[config.mk]
export PLATFORM = sky130hd
export DESIGN_NAME = mips_mc_control
export DESIGN_NICKNAME = d
export VERILOG_FILES = /design/src/rtl/mips_mc_control.sv
export SDC_FILE = /design/constraint.sdc
export NUM_CORES = 1
export LEC_CHECK = 0
export ABC_AREA = 1
export ABC_CLOCK_PERIOD_IN_PS = 1800
export CELL_PAD_IN_SITES_DETAIL_PLACEMENT = 0
export CELL_PAD_IN_SITES_GLOBAL_PLACEMENT = 2
export CORE_MARGIN = 2
export CORE_UTILIZATION = 15
export DETAILED_ROUTE_END_ITERATION = 7
export GPL_TIMING_DRIVEN = 1
export MAX_ROUTING_LAYER = met4
export PLACE_DENSITY_LB_ADDON = 0.1
export SLEW_MARGIN = 40
export SYNTH_ARGS = -nofsm -noshare
export SYNTH_HDL_FRONTEND = slang
export SYNTH_SLANG_ARGS = --single-unit
[constraint.sdc]
create_clock -name clk -period 1.8 [get_ports clk]
set_clock_uncertainty 0.2 [all_clocks]
set_input_delay 0.54 -clock clk [delete_from_list [all_inputs] [get_ports clk]]
set_output_delay 0.54 -clock clk [all_outputs]
set_load 0.01 [all_outputs]
[src/rtl/mips_mc_control.sv]
// -----------------------------------------------------------------------------
// mips_mc_control
//   Main control unit for a multicycle MIPS datapath. A twelve-state Moore
//   FSM steps each instruction through fetch, decode and its execute/memory/
//   writeback phases. The datapath selects and enables are decoded from the
//   registered state. PCEn also folds in the ALU zero flag for beq, and the
//   ALU operation in EXEC follows the R-type function field.
//
// Ports
//   clk         system clock, rising-edge active
//   reset       synchronous, active-low reset
//   Op          opcode field Instr[31:26]
//   Funct       function field Instr[5:0]
//   zero        ALU zero flag
//   IorD, MemWrite, IRWrite, RegDst, MemtoReg, RegWrite, ALUSrcA
//               single-bit datapath selects and enables
//   ALUSrcB     ALU B select (00 B, 01 const 4, 10 SignImm, 11 SignImm<<2)
//   PCSrc       next-PC select (00 ALUResult, 01 ALUOut, 10 jump target)
//   ALUControl  ALU operation (010 add, 110 sub, 000 and, 001 or, 111 slt)
//   PCEn        PC load enable
//   p_state     current state encoding, exported for debug
// -----------------------------------------------------------------------------
module mips_mc_control (
    input  logic       clk,
    input  logic       reset,
    input  logic [5:0] Op,
    input  logic [5:0] Funct,
    input  logic       zero,
    output logic       IorD,
    output logic       MemWrite,
    output logic       IRWrite,
    output logic       RegDst,
    output logic       MemtoReg,
    output logic       RegWrite,
    output logic       ALUSrcA,
    output logic [1:0] ALUSrcB,
    output logic [1:0] PCSrc,
    output logic [2:0] ALUControl,
    output logic       PCEn,
    output logic [3:0] p_state
);

    typedef enum logic [3:0] {
        FETCH  = 4'd0,
        DECODE = 4'd1,
        MEMADR = 4'd2,
        MEMRD  = 4'd3,
        MEMWB  = 4'd4,
        MEMWR  = 4'd5,
        EXEC   = 4'd6,
        ALUWB  = 4'd7,
        BRANCH = 4'd8,
        ADDIEX = 4'd9,
        ADDIWB = 4'd10,
        JUMP   = 4'd11
    } state_t;

    localparam logic [5:0] OP_RTYPE = 6'b000000;
    localparam logic [5:0] OP_LW    = 6'b100011;
    localparam logic [5:0] OP_SW    = 6'b101011;
    localparam logic [5:0] OP_BEQ   = 6'b000100;
    localparam logic [5:0] OP_ADDI  = 6'b001000;
    localparam logic [5:0] OP_J     = 6'b000010;

    localparam logic [2:0] ALU_ADD = 3'b010;
    localparam logic [2:0] ALU_SUB = 3'b110;
    localparam logic [2:0] ALU_AND = 3'b000;
    localparam logic [2:0] ALU_OR  = 3'b001;
    localparam logic [2:0] ALU_SLT = 3'b111;

    state_t state;
    logic   pc_write;
    logic   branch;

    // R-type function field to ALU operation; unknown functions fall back to add.
    function automatic logic [2:0] alu_from_funct(input logic [5:0] funct);
        case (funct)
            6'b100000: return ALU_ADD;
            6'b100010: return ALU_SUB;
            6'b100100: return ALU_AND;
            6'b100101: return ALU_OR;
            6'b101010: return ALU_SLT;
            default:   return ALU_ADD;
        endcase
    endfunction

    // Op and Funct are only looked at from DECODE and MEMADR here (and from
    // EXEC in the output decode), so instruction-register changes in any
    // other state cannot disturb the sequence.
    // NOTE: sequential state uses non-blocking (<=) so every flop samples
    // values from before the edge; combinational blocks below use blocking (=).
    always_ff @(posedge clk) begin
        if (!reset) begin
            state <= FETCH;
        end else begin
            case (state)
                FETCH:  state <= DECODE;
                DECODE: begin
                    case (Op)
                        OP_LW, OP_SW: state <= MEMADR;
                        OP_RTYPE:     state <= EXEC;
                        OP_BEQ:       state <= BRANCH;
                        OP_ADDI:      state <= ADDIEX;
                        OP_J:         state <= JUMP;
                        default:      state <= FETCH;
                    endcase
                end
                MEMADR: state <= (Op == OP_LW) ? MEMRD : MEMWR;
                MEMRD:  state <= MEMWB;
                EXEC:   state <= ALUWB;
                ADDIEX: state <= ADDIWB;
                MEMWB, MEMWR, ALUWB, BRANCH, ADDIWB, JUMP: state <= FETCH;
                // Encodings 12-15 recover to FETCH.
                default: state <= FETCH;
            endcase
        end
    end

    assign p_state = state;

    always_comb begin
        // NOTE: every output gets a default before the case so no path through
        // this block leaves a signal unassigned, which would infer a latch.
        IorD       = 1'b0;
        MemWrite   = 1'b0;
        IRWrite    = 1'b0;
        RegDst     = 1'b0;
        MemtoReg   = 1'b0;
        RegWrite   = 1'b0;
        ALUSrcA    = 1'b0;
        ALUSrcB    = 2'b00;
        PCSrc      = 2'b00;
        ALUControl = ALU_ADD;
        pc_write   = 1'b0;
        branch     = 1'b0;

        case (state)
            FETCH: begin
                IRWrite  = 1'b1;
                pc_write = 1'b1;
                ALUSrcB  = 2'b01;
            end
            DECODE: begin
                // Precompute the branch target while the register file reads.
                ALUSrcB = 2'b11;
            end
            MEMADR, ADDIEX: begin
                ALUSrcA = 1'b1;
                ALUSrcB = 2'b10;
            end
            MEMRD: begin
                IorD = 1'b1;
            end
            MEMWB: begin
                MemtoReg = 1'b1;
                RegWrite = 1'b1;
            end
            MEMWR: begin
                IorD     = 1'b1;
                MemWrite = 1'b1;
            end
            EXEC: begin
                ALUSrcA    = 1'b1;
                ALUControl = alu_from_funct(Funct);
            end
            ALUWB: begin
                RegDst   = 1'b1;
                RegWrite = 1'b1;
            end
            BRANCH: begin
                ALUSrcA    = 1'b1;
                ALUControl = ALU_SUB;
                PCSrc      = 2'b01;
                branch     = 1'b1;
            end
            ADDIWB: begin
                RegWrite = 1'b1;
            end
            JUMP: begin
                PCSrc    = 2'b10;
                pc_write = 1'b1;
            end
            default: ;
        endcase

        PCEn = pc_write | (branch & zero);

        // Hold every state-changing enable low while reset is applied, so a
        // reset landing mid-instruction cannot complete a write.
        if (!reset) begin
            IRWrite  = 1'b0;
            PCEn     = 1'b0;
            RegWrite = 1'b0;
            MemWrite = 1'b0;
        end
    end

endmodule

==> summary.txt <==
Run status
  – Status: finished, violations left
  – Failing checks: negative setup slack

Final layout
  – Antenna diodes: 0
  – Leading cell type in the layout, fill and taps excluded: buf_4
  – Filler cells: 385
  – FF+latch area: about 95 sq um
  – Multi-input logic area: approximately 460 sq um
  – Max reg flops: 4
  – Nets@finish: 191
  – Fin area: about 1300 sq um
  – Fin util: 0.396
  – Most frequent cells in the layout: buf_4 (21), buf_6 (19), nand2_1 (15)
  – Layout cells sized above 1: 0.598
  – Layout area overhead: 154%

Worst setup path
  – Crit path capture type: output pin
  – Critical Path AT: 1.28 ns
  – FF-to-FF Start: p_state[2]
  – Critical path data required time: between 1 and 1.5 ns
  – Worst setup path startpoint: Funct[1]
  – Worst setup path class: in2out
  – Crit-path max FO: 2
  – Type of origin of the critical path: input port

Synthesis
  – Avg Inst Size Synth: 5.00 sq um
  – Post-synthesis cell count: 103
  – Cell Area, Synth: ~520 sq um
  – Sequential fraction of the synthesis area: 0.155
  – YS warnings: 0
  – Post-synthesis net count: between 100 and 150
  – Synth cell types: 16
  – Yosys reg bits: 4

Timing
  – Final WS setup: -0.217 ns
  – Final Setup Violations: 14
  – Final slew viol count: 0
  – Final Hold Fails: 0
  – Relative slew margins: 0.867
  – RSZ-0062 raised after global routing: yes
  – Period utilisation layout: 1.12
  – Fmax: approximately 500 MHz
  – Final Critical Period: around 2 ns
  – Worst-Margin Slew: around 0.2 ns

Min path
  – Origin of the worst min-delay path: reset
  – HP Class: in2reg

CTS
  – CTS sink cnt: 4
  – Htree depth: 1
  – CTS tree: done
  – Clock root buffer: clkbuf_4
  – Worst-case clock buffer depth: 2
  – CTS Buf Count: 3
  – Clock Latency Late Sink: roughly 0.23 ns
  – Clk slew on worst S/H paths: about 0.03 ns

Floorplanning
  – # IOs: 34
  – Die area: between 3000 and 4000 sq um
  – Row count: 21
  – Core Footprint: 3310 sq um
  – Initial Util: 0.156
  – Die width: 62.6 microns
  – Die Ht: 62.6 microns

Routing
  – Violation count after the first detailed-route iteration: 5
  – 1st-pass router iterations: 4
  – WL final: between 2000 and 2500 microns
  – Final ANT Viol Nets: 0
  – Drc violations: 0
  – Via count: approximately 860
  – Vias per Instance: a little under 4
  – DR WL/cell: about 9.5 microns

Global route
  – Grt ovf: 0
  – GR Util All Layers: 0.112
  – Global-route wire length before repair: between 3000 and 4000 microns
  – Pin count of the biggest net entering global routing: 7
  – Vias in the first global route: approximately 780
  – Initial antenna violation count: 0

Placed design
  – GPL Wtd Cong: approximately 0.77
  – Pre-CTS WS: -0.920 ns
  – Detailed placement HPWL: about 1700 microns
  – Placed Area: ~1100 sq um
  – Port buffer count: 33

Pwr
  – VDD IR-drop max: roughly 0.00019 V
  – Pwr Density: 269 nW/um^2
  – Leakage power: around 0.69 nW

Job
  – Max-cap violations: 0
## cell type report
cell class	count	area share
clock buffers	3	0.0172
flip-flops and latches	4	0.0725
inverters	24	0.0744
multi-input cells	75	0.351
well taps	46	0.0439
repair buffers	68	0.441
## metrics by stage
step | setup TNS, ns | hold slack [ns] | std cells | power [mW]
floorplan | 0 | 0.438 | 103 | 0.141
global placement | -8.58 | 0.570 | 206 | 0.232
detailed placement | -8.70 | 0.560 | 206 | 0.232
CTS | -2.15 | 0.530 | 214 | 0.343
global route | -2.97 | 0.567 | 220 | 0.380
finish | -2.01 | 0.512 | 220 | 0.353
## cell usage after synthesis
cell type / instances / share of area
nor2_4: 2 / 0.044
nor2_2: 1 / 0.012
nand3b_1: 2 / 0.029
nand3_1: 7 / 0.068
nand4_1: 1 / 0.012
inv_1: 21 / 0.15
a21oi_1: 5 / 0.049
inv_2: 3 / 0.022
nor3_1: 1 / 0.0097
or2_1: 1 / 0.012
nand2_4: 1 / 0.022
o21ai_0: 6 / 0.058
nand2_1: 25 / 0.18
o22ai_1: 1 / 0.012
nor2_1: 22 / 0.16
dfxtp_1: 4 / 0.16
## kinds of logic (layout without fill, tap and decap cells)
family	after synthesis	after routing	synth area share
AOI/OAI and AO/OA	12	12	0.119
buffers and inverters	24	95	0.175
DFF	4	4	0.155
and+or+nand+nor	63	63	0.551
## worst paths after layout
| path | end | slack, ns | cells after the start |
|---|---|---|---|
| max | ALUControl[1] | -0.22 | 6 |
| min | p_state[2] | 0.51 | 3 |
| max reg2reg | p_state[2] | 0.28 | 10 |
| min reg2reg | p_state[0] | 0.57 | 5 |
## what timing repair did
action / CTS / global route
buffers inserted: 6 / 6
pin swaps: 18 / 10
hold endpoints to repair: 0 / 0
setup endpoints to repair: 19 / 16
hold buffers: 0 / 0
resized for setup: 139 / 23
## report_power, final
part / leakage (nW) / switching [mW] / total, mW / internal [mW]
sequential: 0.0355 / 0.00892 / 0.0971 / 0.0882
clock: 0.0138 / 0.0320 / 0.106 / 0.0743
combinational: 0.644 / 0.0674 / 0.150 / 0.0821
total: 0.694 / 0.108 / 0.353 / 0.245
## worst max-delay path, cell delays in order
cell and delay [ns]:
buf_2 0.10, inv_2 0.06, buf_6 0.08, nand4_1 0.11, or2_1 0.24, buf_2 0.14
## per-layer routing
layer,vias to the layer above,routed length [microns],GRT usage
met5,-,0,-
met3,0,76,0.0252
met1,382,891,0.123
li1,459,-,-
met4,0,0,0.0417
met2,18,1120,0.198
Note: power is estimated with default switching activity, not from simulation.
